[src/rtl/ex_hazard_forward_ctrl.sv]
// Execute-stage sequencing controller: shadow pipeline of in-flight destinations,
// registered operand forwarding selects, load-use stall/bubble and branch flush.
module ex_hazard_forward_ctrl #(
    parameter int REG_ADDR_WIDTH  = 3,
    parameter bit R0_HARDWIRED    = 1'b1,
    parameter int STALL_CNT_WIDTH = 16
) (
    input  logic                       clk,
    input  logic                       rst,
    input  logic                       id_valid,
    input  logic [REG_ADDR_WIDTH-1:0]  id_rs1,
    input  logic [REG_ADDR_WIDTH-1:0]  id_rs2,
    input  logic                       id_uses_rs1,
    input  logic                       id_uses_rs2,
    input  logic [REG_ADDR_WIDTH-1:0]  id_rd,
    input  logic                       id_reg_write,
    input  logic                       id_mem_read,
    input  logic                       branch_taken,
    output logic                       stall,
    output logic                       id_ex_bubble,
    output logic                       flush_if_id,
    output logic [1:0]                 aluInputAForwardingSel,
    output logic [1:0]                 aluInputBForwardingSel,
    output logic [STALL_CNT_WIDTH-1:0] stall_count
);

    typedef enum logic [1:0] {
        FWD_REGFILE = 2'b00,
        FWD_EX_MEM  = 2'b01,
        FWD_MEM_WB  = 2'b10
    } fwd_sel_e;

    typedef struct packed {
        logic                      rw;
        logic                      mr;
        logic [REG_ADDR_WIDTH-1:0] rd;
    } slot_t;

    localparam slot_t BUBBLE = '{rw: 1'b0, mr: 1'b0, rd: '0};

    // The WB instruction's result is already readable from the register file,
    // so only the EX and MEM slots can influence a select and are stored here.
    slot_t    ex_q,  ex_d;
    slot_t    mem_q, mem_d;
    fwd_sel_e sel_a_q, sel_a_d;
    fwd_sel_e sel_b_q, sel_b_d;
    logic [STALL_CNT_WIDTH-1:0] stall_count_q, stall_count_d;

    logic hazard;
    logic load_id;

    function automatic logic match(input slot_t s, input logic [REG_ADDR_WIDTH-1:0] r);
        return s.rw && (s.rd == r) && !(R0_HARDWIRED && (r == '0));
    endfunction

    function automatic fwd_sel_e pick_src(input logic uses, input logic [REG_ADDR_WIDTH-1:0] r,
                                          input slot_t ex_s, input slot_t mem_s);
        if (uses && match(ex_s, r)) return FWD_EX_MEM;
        if (uses && match(mem_s, r)) return FWD_MEM_WB;
        return FWD_REGFILE;
    endfunction

    // NOTE: every signal driven in always_comb gets a default first so no latch is inferred.
    always_comb begin
        hazard = 1'b0;
        if (id_valid && ex_q.mr && ex_q.rw &&
            ((id_uses_rs1 && match(ex_q, id_rs1)) || (id_uses_rs2 && match(ex_q, id_rs2))))
            hazard = 1'b1;
    end

    // A taken branch discards the ID instruction, so it overrides the stall.
    assign stall        = hazard && !branch_taken;
    assign id_ex_bubble = stall || branch_taken;
    assign flush_if_id  = branch_taken;
    assign load_id      = id_valid && !stall && !branch_taken;

    always_comb begin
        ex_d          = BUBBLE;
        mem_d         = ex_q;
        sel_a_d       = FWD_REGFILE;
        sel_b_d       = FWD_REGFILE;
        stall_count_d = stall_count_q;

        if (load_id) begin
            ex_d.rw = id_reg_write;
            ex_d.mr = id_mem_read;
            ex_d.rd = id_rd;
            sel_a_d = pick_src(id_uses_rs1, id_rs1, ex_q, mem_q);
            sel_b_d = pick_src(id_uses_rs2, id_rs2, ex_q, mem_q);
        end

        if (stall && (stall_count_q != '1))
            stall_count_d = stall_count_q + 1'b1;
    end

    // NOTE: sequential state uses non-blocking assignments so every register
    // samples the pre-edge values; the async reset clears all state immediately.
    always_ff @(posedge clk or posedge rst) begin
        if (rst) begin
            ex_q          <= BUBBLE;
            mem_q         <= BUBBLE;
            sel_a_q       <= FWD_REGFILE;
            sel_b_q       <= FWD_REGFILE;
            stall_count_q <= '0;
        end else begin
            ex_q          <= ex_d;
            mem_q         <= mem_d;
            sel_a_q       <= sel_a_d;
            sel_b_q       <= sel_b_d;
            stall_count_q <= stall_count_d;
        end
    end

    assign aluInputAForwardingSel = sel_a_q;
    assign aluInputBForwardingSel = sel_b_q;
    assign stall_count            = stall_count_q;

endmodule

[config.mk]
export PLATFORM = sky130hd
export DESIGN_NAME = ex_hazard_forward_ctrl
export DESIGN_NICKNAME = d
export VERILOG_FILES = /design/src/rtl/ex_hazard_forward_ctrl.sv
export SDC_FILE = /design/constraint.sdc
export NUM_CORES = 1
export LEC_CHECK = 0
export ABC_AREA = 1
export ABC_CLOCK_PERIOD_IN_PS = 1800
export BUFFER_PORTS_ARGS = -buffer_cell sky130_fd_sc_hd__buf_2
export CELL_PAD_IN_SITES_DETAIL_PLACEMENT = 0
export CELL_PAD_IN_SITES_GLOBAL_PLACEMENT = 1
export CORE_UTILIZATION = 38
export DETAILED_ROUTE_END_ITERATION = 12
export PLACE_DENSITY_LB_ADDON = 0.2
export SYNTH_ARGS = -nofsm -noshare
export SYNTH_HDL_FRONTEND = slang
export SYNTH_SLANG_ARGS = --single-unit
[constraint.sdc]
create_clock -name clk -period 1.8 [get_ports clk]
set_clock_uncertainty 0.1 [all_clocks]
set_input_delay 0.36 -clock clk [delete_from_list [all_inputs] [get_ports clk]]
set_output_delay 0.36 -clock clk [all_outputs]
set_load 0.02 [all_outputs]
==> out/metrics.cfg <==
[cts]
cts_tree = built
clock_path_buffers = 2
htreeDepth = 2
worstSkewPairLatency_ps = 280
path_clk_slew_ps = 60
cts_root_buffer = clkbuf_8
hold_buffers = 0
cts_buffers = 5
clock-sinks = 29

[setup_path]
startpoint_type = flip-flop
arrival_ps = 1470
critical-path-top-delay-family = simple AND/OR/NAND/NOR gates
cp_max_fo = 4
slowest_delay_ps = 430
critical_path_class = reg -> out
crit_required_ps = 1340
cp_num_buf_inv = 1
r2r_slack_ps = -20
r2r-end = stall_count[6]$_DFFE_PP0P_
crit_path_top_delay_cell = dfrtp_1
cpMostUsedCell = nand2_2
r2r_start = ex_q[0]$_DFF_PP0_
cp_cell_sequence = nand2_1, nand3_2, nor2_2, nand2_2, nand2_4, nand2_2, nand2_2, buf_6
rr_worst_depth = 12
critPathCaptureType = output pin

[logic_synthesis]
synth_edf_count = 0
synth.area.top_cells = dfrtp_1 44%, nand2_1 18%, inv_1 6.1%
netlist_instances = 224
synth_flop_cell = dfrtp_1
async_reset_ff_share_pct = 100
ys_seq_area_share_pct = 43.5
synth_area_per_cell_um2 = 7.45
ys_ff_latch = 29
ys_warn_count = 0
syn-num-nets = 242
synth.most_common_cell = nand2_1
ys_types = 28
syn_area_um2 = 1670
synth_top_area_share_pct = 43.5
synth.largest_area_cell = dfrtp_1
synth_common_cells = 81 x nand2_1, 29 x dfrtp_1, 27 x inv_1

[routing]
routedWlPerCell_um = 11.8
first_pass_iters = 4
first_iter_violations = 70
vias_per_cell = 4.61
drc = 0
vias = 1539
postRouteAntennaNets = 0
finalWirelength_um = 3960

[finish]
final_layout_size_suffix_gt1_share_pct = 31.0
nNetsFinal = 301
fin_area_um2 = 2160
fillers = 416
antenna_cells_inserted = 0
area_growth_pct = 29.8

[sta]
layout_setup_ws_ps = -133
maxSlewHeadroom_pct = 75.3
fmax_mhz = 517
grt_setup_unrepaired = true
slew_viol_final = 0
period_needed_ps = 1930
post-route-period-util_pct = 107
finalSetupViolCount = 10
hold_violations = 0
worst_pin_slew_ps = 370

[power_and_ir_drop]
cellPowerDensity_nw_per_um2 = 594
total_power_uw = 1290
p_leak_uw = 0.00118
vdd_ir_drop_max_mv = 0.321

[run_status]
violations = negative setup slack
status = finished with violations

[grt]
antenna_found_initial = 0
grt_pass1_wl_um = 6470
grt.total_usage_pct = 19.2
grt_remaining_overflow = 0
grt_pass1_vias = 1401
grt_max_degree = 30

[floorplanning]
dieArea_um2 = 4660
initial_utilization_pct = 40.5
die_h_um = 68.3
io_pins = 40
rows = 23
die_x_um = 68.3
coreArea_um2 = 4120

[place]
place.gp.congestion = 0.850
io_buffers = 39
dp_hpwl_um = 2790
place_area_um2 = 1990

[hold_path]
hp-class = in -> async

[job]
cap_viol_max_count = 0

-- routing by layer --
layer | up-vias | wire length (µm) | global-route usage [%]
li1 | 812 | - | -
met1 | 691 | 2070 | 28.2
met2 | 32 | 1670 | 26.2
met3 | 4 | 167 | 4.00
met4 | 0 | 48 | 9.38
met5 | - | 0 | 0
-- sequential cells by signal (all words and copies together), names as in the netlist --
signal / cells
aluInputAForwardingSel: 2
ex_q: 5
stall_count: 16
aluInputBForwardingSel: 2
mem_q: 4
-- worst reg2reg max path, stage by stage (launching register included) --
cell and delay, ps:
dfrtp_1 430, nand2_1 110, nand3_2 90, nor2_2 140
nand2_2 90, nand2_4 100, nand3_4 70, buf_4 140
buf_4 130, nor2_4 90, buf_12 140, nand2_1 60
nand2_1 60
-- cell type report --
type / count / area [µm²] / share of cell area, %
clock buffers: 5 / 68.8 / 3.18
clock inverters: 3 / 17.5 / 0.809
inverters: 30 / 113 / 5.20
multi-input cells: 161 / 828 / 38.3
flip-flops and latches: 29 / 727 / 33.6
well taps: 50 / 62.6 / 2.89
repair buffers: 56 / 348 / 16.1
-- kinds of logic after synthesis --
| family | count (synthesis) | synth area share (%) |
|---|---|---|
| simple gates | 140 | 37.1 |
| flops | 29 | 43.5 |
| xor+xnor | 15 | 7.88 |
| buf+inv | 34 | 8.63 |
| fa+ha+maj | 1 | 0.750 |
| compound gates | 5 | 2.10 |
-- how the worst max path moves through the flow --
stage,start,to,cells after the start
2_1_floorplan,stall_count[0]$_DFFE_PP0P_,stall_count[14]$_DFFE_PP0P_,8
3_3_place_gp,id_rs1[0],id_ex_bubble,8
3_5_place_dp,id_rs1[0],id_ex_bubble,8
4_1_cts,ex_q[1]$_DFF_PP0_,id_ex_bubble,9
5_1_grt,ex_q[0]$_DFF_PP0_,id_ex_bubble,9
6_report,ex_q[0]$_DFF_PP0_,id_ex_bubble,8
-- power breakdown --
| group | switching [µW] | internal [µW] |
|---|---|---|
| Clock | 255 | 266 |
| Sequential | 8.13 | 660 |
| Combinational | 59.6 | 37.1 |
-- per-stage QoR --
stage	hold slack (ps)	setup TNS, ps	utilization [%]	instances	setup WS [ps]
CTS	42.3	-456	51.5	331	-146
floorplan	287	0	-	224	116
finish	36.3	-308	52.6	334	-133
detailed placement	340	0	48.3	320	6.02
global placement	333	0	48.3	320	14.5
global route	60.6	-2280	52.6	334	-228
-- placed cells by master, fill, tap and decap left out, types with 6 or more instances in the layout --
| cell | n |
|---|---|
| inv_1 | 25 |
| buf_2 | 37 |
| nand2_2 | 7 |
| nor2_1 | 23 |
| dfrtp_1 | 28 |
| xor2_1 | 8 |
| nor3_1 | 6 |
| buf_4 | 16 |
| xnor2_1 | 7 |
| nand2_1 | 75 |
| nand3_1 | 13 |
-- timing repair --
action                     in CTS  in global routing
buffers inserted                3                  3
pin swaps                       3                  4
gates resized for setup         8                  9
setup endpoints to repair       2                 18
Note: power is estimated with default switching activity, not from simulation.
